==> src/rtl/pipelined_alu.sv <==
// pipelined_alu: two-stage ALU (add/sub/logic/compare) followed by a logical barrel shifter with carry/zero flags.
// Latency: 2 cycles from input acceptance to Out_valid; sustains one operation per cycle while Out_ready=1.
// Backpressure: Out_ready=0 holds stage 2 stable, then stage 1 fills and In_ready drops; at most 2 ops held.
// Option: define PIPELINED_ALU_SATURATE_EN to clamp add overflow to all-ones and sub underflow to zero.
module pipelined_alu #(
  parameter  int WIDTH   = 16,
  localparam int SHAMT_W = $clog2(WIDTH)
) (
  input  logic               Clock,
  input  logic               Reset_n,
  input  logic               In_valid,
  output logic               In_ready,
  input  logic [2:0]         ALU_control,
  input  logic               Shift_right,
  input  logic [SHAMT_W-1:0] Shift_amount,
  input  logic [WIDTH-1:0]   Ainput,
  input  logic [WIDTH-1:0]   Binput,
  output logic               Out_valid,
  input  logic               Out_ready,
  output logic [WIDTH-1:0]   Shift_output,
  output logic               Carry_flag,
  output logic               Zero_flag
);

  // Stage 1 state: ALU result plus the shift controls that travel with it
  logic               s1_valid;
  logic [WIDTH-1:0]   s1_res;
  logic               s1_carry;
  logic               s1_shr;
  logic [SHAMT_W-1:0] s1_shamt;

  // Stage 2 state is the output register itself
  logic               s2_valid;
  logic               s2_ready;

  logic [WIDTH:0]     add_full;
  logic [WIDTH:0]     sub_full;
  logic [WIDTH-1:0]   alu_res;
  logic               alu_carry;
  logic [WIDTH-1:0]   shifted;

  // Stage 2 can take new data when empty or when its content leaves this cycle;
  // stage 1 can then accept whenever it is empty or moves into stage 2.
  assign s2_ready  = !s2_valid || Out_ready;
  assign In_ready  = !s1_valid || s2_ready;
  assign Out_valid = s2_valid;

  // One extra bit captures carry-out for add and borrow for sub
  assign add_full = {1'b0, Ainput} + {1'b0, Binput};
  assign sub_full = {1'b0, Ainput} - {1'b0, Binput};

  // Operation decode; carry is only meaningful for add/sub
  always_comb begin
    alu_res   = '0;
    alu_carry = 1'b0;
    case (ALU_control)
      3'b000: begin
        alu_carry = add_full[WIDTH];
`ifdef PIPELINED_ALU_SATURATE_EN
        alu_res   = add_full[WIDTH] ? {WIDTH{1'b1}} : add_full[WIDTH-1:0];
`else
        alu_res   = add_full[WIDTH-1:0];
`endif
      end
      3'b001: begin
        alu_carry = sub_full[WIDTH];
`ifdef PIPELINED_ALU_SATURATE_EN
        alu_res   = sub_full[WIDTH] ? {WIDTH{1'b0}} : sub_full[WIDTH-1:0];
`else
        alu_res   = sub_full[WIDTH-1:0];
`endif
      end
      3'b010:  alu_res = Ainput & Binput;
      3'b011:  alu_res = Ainput | Binput;
      3'b100:  alu_res = Ainput ^ Binput;
      3'b101:  alu_res = Ainput;
      3'b110:  alu_res = {{(WIDTH-1){1'b0}}, (Ainput < Binput)};
      default: alu_res = '0;
    endcase
  end

  // Logical shift of the stage 1 result; vacated bits fill with zero either way
  always_comb begin
    shifted = s1_shr ? (s1_res >> s1_shamt) : (s1_res << s1_shamt);
  end

  // Stage 1 register: load on input transfer, drain when moving into stage 2
  always_ff @(posedge Clock or negedge Reset_n) begin
    if (!Reset_n) begin
      s1_valid <= 1'b0;
      s1_res   <= '0;
      s1_carry <= 1'b0;
      s1_shr   <= 1'b0;
      s1_shamt <= '0;
    end else if (In_ready) begin
      s1_valid <= In_valid;
      if (In_valid) begin
        s1_res   <= alu_res;
        s1_carry <= alu_carry;
        s1_shr   <= Shift_right;
        s1_shamt <= Shift_amount;
      end
    end
  end

  // Stage 2 register: outputs only change when the held result is consumed or absent
  always_ff @(posedge Clock or negedge Reset_n) begin
    if (!Reset_n) begin
      s2_valid     <= 1'b0;
      Shift_output <= '0;
      Carry_flag   <= 1'b0;
      Zero_flag    <= 1'b0;
    end else if (s2_ready) begin
      s2_valid <= s1_valid;
      if (s1_valid) begin
        Shift_output <= shifted;
        Carry_flag   <= s1_carry;
        Zero_flag    <= (shifted == '0);
      end
    end
  end

endmodule

==> config.mk <==
export PLATFORM = sky130hd
export DESIGN_NAME = pipelined_alu
export DESIGN_NICKNAME = d
export VERILOG_FILES = /design/src/rtl/pipelined_alu.sv
export SDC_FILE = /design/constraint.sdc
export NUM_CORES = 1
export LEC_CHECK = 0
export BUFFER_PORTS_ARGS = -buffer_cell sky130_fd_sc_hd__clkbuf_2
export CORE_AREA = 4 4 112 114
export CTS_CLUSTER_SIZE = 24
export DETAILED_ROUTE_END_ITERATION = 8
export DIE_AREA = 0 0 116 118
export GPL_ROUTABILITY_DRIVEN = 1
export GPL_TIMING_DRIVEN = 1
export PLACE_DENSITY = 0.69
export SLEW_MARGIN = 20
export SYNTH_ARGS = -nofsm -noshare
export SYNTH_HDL_FRONTEND = slang
export SYNTH_SLANG_ARGS = --single-unit
==> constraint.sdc <==
create_clock -name Clock -period 6.82 [get_ports Clock]
set_clock_uncertainty 0.15 [all_clocks]
set_input_delay 1.364 -clock Clock [delete_from_list [all_inputs] [get_ports Clock]]
set_output_delay 1.364 -clock Clock [all_outputs]
set_load 0.02 [all_outputs]
# Word-level counts from Yosys, hierarchy flattened
# Cells that the tools add are included.
# op_classes
addsub	2
magnitude_cmp	1
n_eq_ne	6
shifts	2
n_mux	3
bitwise_logic	3
n_reduce_logical	8
# ops
cell	n
case mux 16 bit (7 select lines)	1
adder 16 x 16 -> 17 bit	1
subtractor 16 x 16 -> 17 bit	1
bitwise AND 16 bit	1
logical NOT 16 bit	1
< comparator 16 bit	1
2-to-1 mux 16 bit	1
bitwise OR 16 bit	1
<< shifter 16 x 4 -> 16 bit	1
right shift 16 x 4 -> 16 bit	1
XOR 16 bit	1
equality test 3 bit, second input constant	3
equality test 3 x 2 -> 1 bit, second input constant	2
AND reduction 2 bit	2
equality test 3 x 1 -> 1 bit, second input constant	1
logical NOT 3 bit	1
logical NOT 1 bit	2
logical OR 1 bit	2
case mux 1 bit (2 select lines)	1
# totals
register_bits	42
input_bits	44
out_inout_bits	20
wordCells	34

# Logic depth before layout (Yosys ltp)
# depth
ltp_word	4
depth_mapped	11
mapped_depth_nobuf	11

# Worst setup path after synthesis
# OpenSTA, ideal clock, no wires.
# synth_path
path_kind	input to register
start	input Ainput[9]
end	register s1_res[0]
setup_ps	121
arrival_ps	3395
required_ps	6549
slack_ps	3154
path_stages	11
path_buffers	1
cell_sequence	inv_1 > ha_1 > buf_6 > nor3b_1 > a2111oi_4 > a2111oi_4 > a211oi_2 > a221o_1 > o2111ai_1 > o221ai_1 > a22o_1
# synth_via
elab_chain_len	2
# synth_rtl
item	line	source
start: declaration	16	input logic [WIDTH-1:0] Ainput,
< comparator 16 bit	77	3'b110: alu_res = {{(WIDTH-1){1'b0}}, (Ainput < Binput)};
case mux 16 bit (7 select lines)	56	case (ALU_control)
end signal: assignment	98	s1_res <= alu_res;
end: declaration	27	logic [WIDTH-1:0] s1_res;
# No other way between the ends.
# A chain may end at the register's enable or synchronous reset.

# Worst setup path in the final report
# layout_path
start	input Ainput[8]
end	register s1_res[0]
# The elaborated chain is that of the path after synthesis.

==> qor.txt <==
status = complete, no violations
Hold Violations, Final = 0
DR pass1 iterations = 7
root buffer cell = clkbuf_16
Sw Share = 0.414
cts hold-fix bufs = 0
Internal Dissipation = 0.756 mW
count of state elements after synthesis = 42
Worst Path Arrival = 3820 ps
sequential area share after synthesis = 0.186
Crit-path slowest cell = ha_1
Synth Instances = 697
Final #Nets = 816
DP HPWL = 11,300 microns
Port Buffers = 63
CTS tree = built
Commonest cells post-synth = nand2_1, a21oi_1, nor2_1
I/O pin total = 64
Synth area leaders = dfrtp_1, ha_1, mux4_2
# Post-CTS Setup Buffers = 0
cell breakdown of the critical path = clkbuf_2 -> inv_1 -> ha_1 -> nor3b_1 -> a2111oi_4 -> a2111oi_4 -> a211oi_2 -> a221o_1 -> o2111ai_1 -> o221ai_1 -> a22o_1
measured slew at the worst slew-check pin = 952 ps
WL met3 = 983 microns
ANT cells = 0
leak pwr = 2.80 nW
Tot Pwr = 1.29 mW
Min-Delay Path Class = register to register
Crit. Startpoint = Ainput[8]
area delta synth->final = 8.05%
most used cell, CP = a2111oi_4
mapped cell area = 0.00565 sq mm
setup TNS = 0 ps
post-synth top area share = 0.186
HP Start = Shift_output[5]
routed wire length = 15,200 microns
crit path kind = input pin to register
Synth async-reset ratio = 1.00
P_sw = 0.534 mW
RSZ-0062 raised after global routing = false
Max stage delay on crit path = 430 ps
power share of the combinational group = 0.503
Yosys warning count = 0
Worst-path clk slew = 60 ps
number of global-route vias before repair = 5,050
Max Root-Sink Buffers = 2
Final ANT Viol Nets = 0
pin count of the biggest net entering global routing = 65
WL met1 = 6880 microns
Vias/cell = 6.23
post-CTS resize count = 0
Startpoint Class = input pin
Synth Net Count = 792
post-DR wirelength/cell = 17.6 microns
gr ovfl total = 0
Post-synth EDFFs = 0
antenna violations before repair = 0
syn_area_per_cell = 8.10 sq um
crit-path max FO = 12
min Tclk post-route = 3810 ps
dpl cells = 857
vias = 5,391
max_slew headroom = 0.365
Core Footprint = 0.0114 sq mm
highest metal used = met4
met2 wire length = 7100 microns
# clock sinks = 42
layout cells sized above 1 = 0.179
fillers = 1,112
Worst-Skew Late Latency = 280 ps
DR iter-0 viols = 349
Initial Util = 0.494
count leader, synth = nand2_1
Critical Path Sink Type = register
Die H = 118 microns
gpl congestion = 0.928
num rows = 39
Die ar. = 0.0137 sq mm
Setup-failing EPs final = 0
ys flop type = dfrtp_1
Distinct cells, synth = 73
die width = 116 microns
first-pass GRT wire length = 25,500 microns
fmax = 0.263 GHz
VDD IR max = 170 uV
detailed-route DRC error count = 0
Power Density = 211 mW/mm^2
Worst EP required = 6840 ps
max cap viols = 0
Num CTS Buffers = 5
global-route usage over all layers = 0.224
Worst R2R Start = s1_shamt[0]
final std cells w/o fill = 865
CTS HTree Levels = 2
post-synth top area cell = dfrtp_1
Max Slew Vio Count = 0
period utilization = 0.558
clock share of power = 0.207
Reg power frac = 0.290
## cells by family after synthesis
family                   after synthesis  share of synthesized area
AO/OA/AOI/OAI                        219                      0.273
XOR/XNOR                               9                     0.0140
adder cells (fa/ha/maj)               51                      0.116
buffers and inverters                105                     0.0818
flip-flops                            42                      0.186
multiplexers                          72                      0.165
AND/OR/NAND/NOR                      199                      0.165
## area by class of cell
type | instances | area, sq um | share of cell area
timing repair buffer | 72 | 385 | 0.0632
inverter | 50 | 188 | 0.0308
tap | 143 | 179 | 0.0293
clock inverter | 1 | 30.0 | 0.00492
multi-input combinational | 550 | 4130 | 0.678
clock buffer | 7 | 133 | 0.0217
sequential | 42 | 1050 | 0.173
## final timing paths
kind	to	slack, ps	cells past startpoint
worst max-delay path	s1_res[0]	3010	11
worst min-delay path	Shift_output[5]	320	1
worst max register to register	Zero_flag	3750	7
worst min register to register	Shift_output[5]	320	1
max in group asynchronous	s1_shamt[0]	5200	1
min in group asynchronous	Shift_output[14]	920	1
## per-layer routing
metal | track usage | up-vias
met5 | 0 | -
met4 | 0.0493 | 0
met3 | 0.0206 | 18
met2 | 0.349 | 198
met1 | 0.333 | 2590
li1 | - | 2585
## stage by stage
step           hold WS [ps]  setup slack [ps]   util  cell area, sq um
6_report                324              3010  0.534              6100
5_1_grt                 349              2830  0.534              6100
4_1_cts                 331              3020  0.534              6100
3_5_place_dp            317              2740  0.520              5930
3_3_place_gp            309              2610  0.520              5930
2_1_floorplan           330              3150      -              5650
## power groups by stage
stage / Combinational (mW) / Clock (mW) / Sequential, mW
after CTS: 0.646 / 0.272 / 0.374
after floorplan: 0.473 / 0 / 0.385
after detailed placement: 0.642 / 0 / 0.379
final: 0.649 / 0.267 / 0.374
after global routing: 0.719 / 0.280 / 0.385
after global placement: 0.635 / 0 / 0.375
## sequential cells by signal, indices dropped and copies added (netlist names)
register	flops
s1_valid	1
Out_valid	1
s1_carry	1
s1_shr	1
Zero_flag	1
s1_shamt	4
Carry_flag	1
s1_res	16
Shift_output	16
## cell usage in the layout (no fill, tap or decap), types with 14 or more instances in the layout
master / n
nand2_1: 69
clkbuf_2: 62
a21oi_1: 55
nor2_1: 55
ha_1: 49
inv_1: 47
dfrtp_1: 41
o21ai_0: 39
mux2i_1: 30
mux2_2: 24
nor2b_1: 14
mux4_2: 14
## worst max-delay path: cells and delay by family
kind / cells / cell delay (ps)
fa+ha+maj: 1 / 430
simple gates: 1 / 410
buf+inv: 2 / 170
compound gates: 7 / 1450
Power figures use the tool's default switching activity.
